===== src/rtl/iter_alu.sv =====
// Multi-cycle ALU: single-cycle ALU ops plus iterative shift-add multiply and
// restoring divide into internal HI/LO registers, with MFHI/MFLO/MTHI/MTLO.
module iter_alu #(
    parameter int unsigned WIDTH = 32,
    parameter int unsigned OP_W  = 6
) (
    input  logic             clk,
    input  logic             rst,
    input  logic             start,
    input  logic [OP_W-1:0]  ALUOp,
    input  logic [WIDTH-1:0] SrcA,
    input  logic [WIDTH-1:0] SrcB,
    output logic             busy,
    output logic             done,
    output logic [WIDTH-1:0] ALUResult,
    output logic             Zero,
    output logic             Overflow,
    output logic             DivZero
);
    localparam int unsigned SH_W = $clog2(WIDTH);

    localparam logic [OP_W-1:0] OP_ADD   = OP_W'(0);
    localparam logic [OP_W-1:0] OP_ADDU  = OP_W'(1);
    localparam logic [OP_W-1:0] OP_SUB   = OP_W'(2);
    localparam logic [OP_W-1:0] OP_SUBU  = OP_W'(3);
    localparam logic [OP_W-1:0] OP_AND   = OP_W'(4);
    localparam logic [OP_W-1:0] OP_OR    = OP_W'(5);
    localparam logic [OP_W-1:0] OP_XOR   = OP_W'(6);
    localparam logic [OP_W-1:0] OP_NOR   = OP_W'(7);
    localparam logic [OP_W-1:0] OP_SLT   = OP_W'(8);
    localparam logic [OP_W-1:0] OP_SLTU  = OP_W'(9);
    localparam logic [OP_W-1:0] OP_SLL   = OP_W'(10);
    localparam logic [OP_W-1:0] OP_SRL   = OP_W'(11);
    localparam logic [OP_W-1:0] OP_SRA   = OP_W'(12);
    localparam logic [OP_W-1:0] OP_SLLV  = OP_W'(13);
    localparam logic [OP_W-1:0] OP_SRLV  = OP_W'(14);
    localparam logic [OP_W-1:0] OP_SRAV  = OP_W'(15);
    localparam logic [OP_W-1:0] OP_LUI   = OP_W'(16);
    localparam logic [OP_W-1:0] OP_MULT  = OP_W'(17);
    localparam logic [OP_W-1:0] OP_MULTU = OP_W'(18);
    localparam logic [OP_W-1:0] OP_DIV   = OP_W'(19);
    localparam logic [OP_W-1:0] OP_DIVU  = OP_W'(20);
    localparam logic [OP_W-1:0] OP_MFHI  = OP_W'(21);
    localparam logic [OP_W-1:0] OP_MFLO  = OP_W'(22);
    localparam logic [OP_W-1:0] OP_MTHI  = OP_W'(23);
    localparam logic [OP_W-1:0] OP_MTLO  = OP_W'(24);

    typedef enum logic [1:0] {S_IDLE, S_EXEC, S_DONE} state_t;

    state_t           state_q, state_d;
    logic [OP_W-1:0]  op_q, op_d;
    logic [WIDTH-1:0] a_q, a_d, b_q, b_d, opnd_q, opnd_d;
    logic [WIDTH-1:0] acc_hi_q, acc_hi_d, acc_lo_q, acc_lo_d;
    logic [WIDTH-1:0] hi_q, hi_d, lo_q, lo_d, result_q, result_d;
    logic [SH_W-1:0]  cnt_q, cnt_d;
    logic             neg_q, neg_d, rneg_q, rneg_d;
    logic             busy_q, busy_d, done_q, done_d;
    logic             zero_q, zero_d, ovf_q, ovf_d, dz_q, dz_d;

    logic [WIDTH-1:0]   alu_res, sum, diff;
    logic               alu_ovf;
    logic [SH_W-1:0]    shamt;
    logic [WIDTH:0]     mul_sum, rem_sh, rem_try;
    logic [WIDTH-1:0]   mul_hi, mul_lo, div_hi, div_lo, quo_fix, rem_fix;
    logic [2*WIDTH-1:0] prod, prod_fix;
    logic               div_ok, last;
    logic               a_neg, b_neg, is_sgn, is_div;
    logic [WIDTH-1:0]   a_mag, b_mag;
    logic               finish;

    // Single-cycle ops on the captured operands
    always_comb begin
        sum     = a_q + b_q;
        diff    = a_q - b_q;
        shamt   = a_q[SH_W-1:0];
        alu_res = '0;
        alu_ovf = 1'b0;
        case (op_q)
            OP_ADD: begin
                alu_res = sum;
                alu_ovf = (a_q[WIDTH-1] == b_q[WIDTH-1]) && (sum[WIDTH-1] != a_q[WIDTH-1]);
            end
            OP_ADDU: alu_res = sum;
            OP_SUB: begin
                alu_res = diff;
                alu_ovf = (a_q[WIDTH-1] != b_q[WIDTH-1]) && (diff[WIDTH-1] != a_q[WIDTH-1]);
            end
            OP_SUBU:          alu_res = diff;
            OP_AND:           alu_res = a_q & b_q;
            OP_OR:            alu_res = a_q | b_q;
            OP_XOR:           alu_res = a_q ^ b_q;
            OP_NOR:           alu_res = ~(a_q | b_q);
            OP_SLT:           alu_res = {{(WIDTH-1){1'b0}}, $signed(a_q) < $signed(b_q)};
            OP_SLTU:          alu_res = {{(WIDTH-1){1'b0}}, a_q < b_q};
            OP_SLL, OP_SLLV:  alu_res = b_q << shamt;
            OP_SRL, OP_SRLV:  alu_res = b_q >> shamt;
            OP_SRA, OP_SRAV:  alu_res = $unsigned($signed(b_q) >>> shamt);
            OP_LUI:           alu_res = {b_q[WIDTH/2-1:0], {(WIDTH/2){1'b0}}};
            default:          alu_res = '0;
        endcase
    end

    // One multiply (shift-add) or divide (restoring) step on unsigned magnitudes
    always_comb begin
        mul_sum  = {1'b0, acc_hi_q} + (acc_lo_q[0] ? {1'b0, opnd_q} : '0);
        mul_hi   = mul_sum[WIDTH:1];
        mul_lo   = {mul_sum[0], acc_lo_q[WIDTH-1:1]};
        prod     = {mul_hi, mul_lo};
        prod_fix = neg_q ? -prod : prod;
        rem_sh   = {acc_hi_q, acc_lo_q[WIDTH-1]};
        rem_try  = rem_sh - {1'b0, opnd_q};
        div_ok   = ~rem_try[WIDTH];
        div_hi   = div_ok ? rem_try[WIDTH-1:0] : rem_sh[WIDTH-1:0];
        div_lo   = {acc_lo_q[WIDTH-2:0], div_ok};
        quo_fix  = neg_q ? -div_lo : div_lo;
        rem_fix  = rneg_q ? -div_hi : div_hi;
        last     = (cnt_q == SH_W'(WIDTH-1));
    end

    always_comb begin
        state_d  = state_q;
        op_d     = op_q;
        a_d      = a_q;
        b_d      = b_q;
        opnd_d   = opnd_q;
        acc_hi_d = acc_hi_q;
        acc_lo_d = acc_lo_q;
        hi_d     = hi_q;
        lo_d     = lo_q;
        result_d = result_q;
        cnt_d    = cnt_q;
        neg_d    = neg_q;
        rneg_d   = rneg_q;
        ovf_d    = ovf_q;
        dz_d     = dz_q;
        finish   = 1'b0;
        is_sgn   = (ALUOp == OP_MULT) || (ALUOp == OP_DIV);
        is_div   = (ALUOp == OP_DIV) || (ALUOp == OP_DIVU);
        a_neg    = is_sgn & SrcA[WIDTH-1];
        b_neg    = is_sgn & SrcB[WIDTH-1];
        a_mag    = a_neg ? -SrcA : SrcA;
        b_mag    = b_neg ? -SrcB : SrcB;

        case (state_q)
            S_IDLE: begin
                if (start) begin
                    state_d  = S_EXEC;
                    op_d     = ALUOp;
                    a_d      = SrcA;
                    b_d      = SrcB;
                    cnt_d    = '0;
                    acc_hi_d = '0;
                    acc_lo_d = is_div ? a_mag : b_mag;
                    opnd_d   = is_div ? b_mag : a_mag;
                    neg_d    = a_neg ^ b_neg;
                    rneg_d   = a_neg;
                    ovf_d    = 1'b0;
                    dz_d     = 1'b0;
                end
            end
            S_EXEC: begin
                case (op_q)
                    OP_MULT, OP_MULTU: begin
                        acc_hi_d = mul_hi;
                        acc_lo_d = mul_lo;
                        cnt_d    = cnt_q + SH_W'(1);
                        if (last) begin
                            hi_d     = prod_fix[2*WIDTH-1:WIDTH];
                            lo_d     = prod_fix[WIDTH-1:0];
                            result_d = prod_fix[WIDTH-1:0];
                            finish   = 1'b1;
                        end
                    end
                    OP_DIV, OP_DIVU: begin
                        if (b_q == '0) begin
                            hi_d     = a_q;
                            lo_d     = '1;
                            result_d = '1;
                            dz_d     = 1'b1;
                            finish   = 1'b1;
                        end else begin
                            acc_hi_d = div_hi;
                            acc_lo_d = div_lo;
                            cnt_d    = cnt_q + SH_W'(1);
                            if (last) begin
                                hi_d     = rem_fix;
                                lo_d     = quo_fix;
                                result_d = quo_fix;
                                finish   = 1'b1;
                            end
                        end
                    end
                    OP_MFHI: begin
                        result_d = hi_q;
                        finish   = 1'b1;
                    end
                    OP_MFLO: begin
                        result_d = lo_q;
                        finish   = 1'b1;
                    end
                    OP_MTHI: begin
                        hi_d     = a_q;
                        result_d = a_q;
                        finish   = 1'b1;
                    end
                    OP_MTLO: begin
                        lo_d     = a_q;
                        result_d = a_q;
                        finish   = 1'b1;
                    end
                    default: begin
                        result_d = alu_res;
                        ovf_d    = alu_ovf;
                        finish   = 1'b1;
                    end
                endcase
                if (finish) begin
                    state_d = S_DONE;
                end
            end
            S_DONE:  state_d = S_IDLE;
            default: state_d = S_IDLE;
        endcase

        busy_d = (state_d != S_IDLE);
        done_d = (state_d == S_DONE);
        zero_d = (result_d == '0);
    end

    always_ff @(posedge clk) begin
        if (rst) begin
            state_q  <= S_IDLE;
            op_q     <= '0;
            a_q      <= '0;
            b_q      <= '0;
            opnd_q   <= '0;
            acc_hi_q <= '0;
            acc_lo_q <= '0;
            hi_q     <= '0;
            lo_q     <= '0;
            result_q <= '0;
            cnt_q    <= '0;
            neg_q    <= 1'b0;
            rneg_q   <= 1'b0;
            busy_q   <= 1'b0;
            done_q   <= 1'b0;
            zero_q   <= 1'b1;
            ovf_q    <= 1'b0;
            dz_q     <= 1'b0;
        end else begin
            state_q  <= state_d;
            op_q     <= op_d;
            a_q      <= a_d;
            b_q      <= b_d;
            opnd_q   <= opnd_d;
            acc_hi_q <= acc_hi_d;
            acc_lo_q <= acc_lo_d;
            hi_q     <= hi_d;
            lo_q     <= lo_d;
            result_q <= result_d;
            cnt_q    <= cnt_d;
            neg_q    <= neg_d;
            rneg_q   <= rneg_d;
            busy_q   <= busy_d;
            done_q   <= done_d;
            zero_q   <= zero_d;
            ovf_q    <= ovf_d;
            dz_q     <= dz_d;
        end
    end

    assign busy      = busy_q;
    assign done      = done_q;
    assign ALUResult = result_q;
    assign Zero      = zero_q;
    assign Overflow  = ovf_q;
    assign DivZero   = dz_q;

endmodule


===== config.mk =====
export PLATFORM = sky130hd
export DESIGN_NAME = iter_alu
export DESIGN_NICKNAME = d
export VERILOG_FILES = /design/src/rtl/iter_alu.sv
export SDC_FILE = /design/constraint.sdc
export NUM_CORES = 2
export LEC_CHECK = 0
export BUFFER_PORTS_ARGS = -buffer_cell sky130_fd_sc_hd__buf_2
export CORE_ASPECT_RATIO = 1.4
export CORE_MARGIN = 3
export CORE_UTILIZATION = 46
export CTS_CLUSTER_SIZE = 28
export DETAILED_ROUTE_END_ITERATION = 10
export PLACE_DENSITY_LB_ADDON = 0.15
export SLEW_MARGIN = 10
export SYNTH_ARGS = -nofsm -noshare
export SYNTH_HDL_FRONTEND = slang
export SYNTH_SLANG_ARGS = --single-unit
export TNS_END_PERCENT = 30

===== constraint.sdc =====
create_clock -name clk -period 10.05 [get_ports clk]
set_input_delay 1.5075 -clock clk [delete_from_list [all_inputs] [get_ports clk]]
set_output_delay 1.5075 -clock clk [all_outputs]
set_load 0.01 [all_outputs]

Yosys cells after proc, flatten, opt, wreduce, memory -nomap -nowiden
Cells that the tools add are included.
- word-level logic and storage cells: 159
- flip-flop bits (word level): 276
- memories: 0
- bits in latches: 0
- output and inout bits: 37
- bits in writable memories: 0
- input bits: 73
- bits in read-only memories: 0
- muxes and demuxes: 49
- equal/unequal tests: 42
- shift-type cells: 3
- add/subtract/negate cells: 10
- multiply operators: 0
- order comparisons: 2
- reduce and logical (&&, ||, !) cells: 27
- bitwise gates (word level): 8
- divide/modulo/power cells: 0
- operators by type and width (kind ; number):
    $mux 32 ; 22
    $pmux 32 s12 ; 1
    $pmux 32 s2 ; 4
    $pmux 32 s3 ; 2
    $pmux 32 s5 ; 1
    $neg 32->32 ; 4
    $eq 6x5->1 const B ; 12
    $logic_not 32->1 ; 2
    $lt 32x32->1 ; 2
    $mux 64 ; 1
    $neg 64->64 ; 1
    $eq 6x4->1 const B ; 8
    $add 32x32->33 ; 1
    $sub 33x32->33 ; 1
    $add 32x32->32 ; 1
    $and 32x32->32 ; 1
    $not 32->32 ; 1
    $or 32x32->32 ; 1
    $shl 32x5->32 ; 1
    $shr 32x5->32 ; 1
    $sshr 32x5->32 ; 1
    $sub 32x32->32 ; 1
    $xor 32x32->32 ; 1
    $eq 6x3->1 const B ; 4
    32 further kinds ; 66

Depth between registers and ports, before layout
- depth after elaboration: 9
- gate-level depth with buffers: 26
- depth with buffers taken out: 23

Worst setup path after synthesis
Ideal clock, no wire load.
- kind: reg2reg
- start: register acc_lo_q[31]
- end: register zero_q (netlist: Zero)
- cell stages (with the launch flop): 27
- path slack: 4.765 ns
- arrival time: 5.224 ns
- setup time: 0.060 ns
- required time: 9.990 ns
- clock period less this slack: 5.285 ns
- buffers on the path: 3
- cells stage by stage: dfxtp_1 > clkbuf_1 > inv_1 > ha_1 > inv_1 > fa_1 > a211oi_2 > o21ai_0 > o211ai_1 > a211oi_2 > nor3_1 > nor2_2 > inv_2 > clkbuf_1 > clkbuf_1 > ha_1 > inv_1 > o41ai_1 > xnor2_1 > a22oi_1 > o211ai_1 > o32ai_1 > and2_1 > nand4_1 > nor4_1 > and4_1 > a41o_1
- word-level cells in the longest chain between the ends: 9
- elaborated cells on any way between the ends: 12
- classes of those cells: 3 x add/sub; 7 x mux; 1 x bitwise; 1 x reduce/logical
- ends and longest elaborated chain (what ; RTL line ; source):
    from (decl) ; 53 ; logic [WIDTH-1:0] acc_hi_q, acc_hi_d, acc_lo_q, acc_lo_d;
    from (signal assigned) ; 257 ; acc_lo_q <= acc_lo_d;
    $sub 33x32->33 ; 111 ; rem_try = rem_sh - {1'b0, opnd_q};
    $not 1->1 ; 112 ; div_ok = ~rem_try[WIDTH];
    $neg 32->32 ; 115 ; quo_fix = neg_q ? -div_lo : div_lo;
    $mux 32 ; 115 ;
    $mux 32 ; 185 ; if (last) begin
    $mux 32 ; 175 ; if (b_q == '0) begin
    $pmux 32 s5 (*) ; 162 ; case (op_q)
    $mux 32 (*) ; 144 ; case (state_q)
    $logic_not 32->1 (*) ; 227 ; zero_d = (result_d == '0);
    to (signal assigned) ; 266 ; zero_q <= zero_d;
    to (decl) ; 58 ; logic zero_q, zero_d, ovf_q, ovf_d, dz_q, dz_d;
Every way passes the cells marked *; elsewhere a longest branch is shown, timed or not.
A chain may end at the register's enable or synchronous reset.

Worst setup path after layout
Same ends and word-level chain as after synthesis.

==> results.py <==
metrics = {
    "cts": {
        "clock-root-buffer": "clkbuf_16",
        "cts_resized": 0,
        "cts_setup_buffers": 0,
        "ctsHoldBuffers": 0,
        "cts.sinks": 276,
        "clk_latency_ps": 570,
        "numCtsBuffers": 35,
        "clk_pin_slew_ps": 70,
        "cts_max_path_buffers": 3,
        "tritoncts": "done",
        "htreeDepth": 2,
    },
    "floorplanning": {
        "core_um2": 70400,
        "initial_core_util": 0.465,
        "die_area_um2": 74500,
        "die_y_um": 322,
        "ios": 110,
        "die_width_um": 231,
        "rows": 115,
    },
    "sta": {
        "setup_violations": 0,
        "rsz0062_at_grt": "false",
        "skew_ps": 16.0,
        "fin_tns_setup_ps": 0,
        "finalCritPeriodShare": 0.671,
        "fin_ws_ps": 3310,
        "hold_viol": 0,
        "tightest_slew_ps": 1420,
        "fmax_mhz": 148,
        "post-route-min-period_ps": 6740,
        "drv_slew": 0,
        "relSlewSlack": 0.0544,
    },
    "synth": {
        "synth_fp_nets": 4954,
        "synth_area_um2": 32700,
        "yosysTopAreaCell": "dfxtp_1",
        "yosys_warnings": 0,
        "async_reset_ff_frac": 0,
        "synthFlopType": "dfxtp_1",
        "synth_edf_count": 0,
        "synth_seq_cells": 276,
        "ys_seq_area_frac": 0.169,
        "netlist_instances": 4710,
        "synth_area_leaders": "dfxtp_1 (17%), nand2_1 (7.6%), ha_1 (6.4%)",
        "synth_top_area_share": 0.169,
        "syn_avg_cell_area_um2": 6.95,
        "synth_cell_types": 102,
    },
    "setup_path": {
        "reg2regPathDepth": 25,
        "crit_slowest_cell": "nor3_1",
        "cpLargestDelayFamily": "compound AO/OA/AOI/OAI gates",
        "crit_fanout": 40,
        "cpPeakStageDelay_ps": 610,
        "arrival_ps": 7260,
        "critPathLaunchType": "flip-flop",
        "crit_cells": 25,
        "cp.required_ps": 10560,
        "crit_buf_inv": 6,
        "crit_path_frequent_cell": "inv_1",
        "crit_type": "reg -> reg",
        "end_kind": "flip-flop",
    },
    "place": {
        "pre_cts_ws_ps": 3580,
        "port_buffers": 109,
        "dpl.hpwl_mm": 147,
        "gp_congestion": 1.11,
    },
    "detailed_routing": {
        "firstDrtPassIters": 10,
        "drc": 0,
        "drt-total-wl_mm": 193,
        "ant_nets": 0,
        "drtIter0Drc": 6213,
        "via_per_inst": 7.10,
        "vias": 39600,
        "wl_per_cell_um": 34.6,
    },
    "global_route": {
        "grt_max_degree": 131,
        "track_usage": 0.499,
        "grt_overflow": 0,
        "first_global_vias": 36200,
        "grt_pass1_wl_mm": 271,
        "antenna_found_initial": 15,
    },
    "flow_run": {
        "maxCapViolCount": 0,
    },
    "layout": {
        "nNetsFinal": 4856,
        "layout_commonest_cell": "nand2_1",
        "drive_above_1_share": 0.107,
        "syn_to_final_growth_pct": 8.43,
        "final_cell_mix": "nand2_1 (666), nor2_1 (477), a21oi_1 (380), dfxtp_1 (268), o21ai_0 (226)",
    },
    "power_and_ir_drop": {
        "vdd_ir_drop_max_mv": 0.130,
        "p_per_area_nw_per_um2": 126,
        "leakagePower_nw": 13.2,
    },
    "outcome": {
        "status": "completed",
    },
    "hold_path": {
        "hp-class": "reg -> reg",
        "holdPathStages": 2,
    },
}
## area by class of cell
| cell class | instances | area, µm² |
|---|---|---|
| Antenna cell | 10 | 25.0 |
| Clock buffer | 48 | 1030 |
| Clock inverter | 11 | 186 |
| Fill cell | 7239 | 34900 |
| Inverter | 173 | 649 |
| Multi-Input combinational cell | 3856 | 25100 |
| Sequential cell | 276 | 5540 |
| Tap cell | 936 | 1170 |
| Timing Repair Buffer | 270 | 1760 |
## layer usage
layer  GRT usage  vias up  routed length (µm)
li1            -    17100                   -
met5           0        -                  31
met3       0.117      863               20800
met2       0.767     2918               82800
met4       0.479        4               23700
met1       0.565    18700               66000
## through the flow
step | hold slack [ps] | area (µm²) | std cells | utilization | total power [mW]
after floorplan | 432 | 32700 | 4710 | - | 2.28
after global placement | 440 | 34300 | 5511 | 0.487 | 2.98
after detailed placement | 443 | 34300 | 5511 | 0.487 | 2.98
after CTS | 452 | 35500 | 5570 | 0.504 | 4.37
after global routing | 461 | 35500 | 5570 | 0.504 | 4.56
final | 451 | 35500 | 5580 | 0.505 | 4.47
## sequential cells by signal, indices dropped and copies added (netlist names)
register,flops
acc_hi_q,32
ALUResult,32
Overflow,1
state_q,2
hi_q,32
rneg_q,1
done,1
busy,1
b_q,32
acc_lo_q,32
opnd_q,32
Zero,1
neg_q,1
op_q,6
DivZero,1
lo_q,32
cnt_q,5
a_q,32
## worst min-delay path, cell delays in order (launching register included)
cell and delay (ps):
dfxtp_1 300, nand2_1 50, a21oi_1 50
## cell families (layout without fill, tap and decap cells)
group | Yosys count | count (layout) | share of synthesized area
other cells | 0 | 10 | 0
fa+ha+maj | 171 | 171 | 0.0663
buf+inv | 578 | 502 | 0.0681
simple gates | 1784 | 1784 | 0.249
mux | 200 | 200 | 0.0801
compound gates | 1450 | 1450 | 0.301
flops | 276 | 276 | 0.169
xor+xnor | 251 | 251 | 0.0671
## worst paths after layout
path / from / to / slack, ps
min reg2reg: opnd_q[10] / opnd_q[10] / 450
max reg2reg: acc_lo_q[31] / Zero / 3310
max: acc_lo_q[31] / Zero / 3310
min: opnd_q[10] / opnd_q[10] / 450
## Yosys cell counts (47+ instances only)
cell	n
o211ai_1	62
nor4_1	54
clkbuf_1	323
a21oi_1	384
inv_1	169
a311oi_1	49
mux2i_1	127
a221oi_1	69
nand3_1	121
xnor2_1	139
a22oi_1	78
nor2_1	487
o21ai_0	231
mux4_2	47
ha_1	167
nor3_1	147
a211oi_1	103
xor2_1	112
buf_1	51
nand2_1	666
dfxtp_1	276
o31ai_1	56
## where the power goes
| group | switching, mW | internal, mW | leakage [nW] |
|---|---|---|---|
| Sequential | 0.134 | 1.16 | 2.26 |
| Clock | 0.568 | 0.842 | 0.596 |
| Combinational | 1.24 | 0.535 | 10.4 |
| Total | 1.94 | 2.54 | 13.2 |
Power figures use the tool's default switching activity.
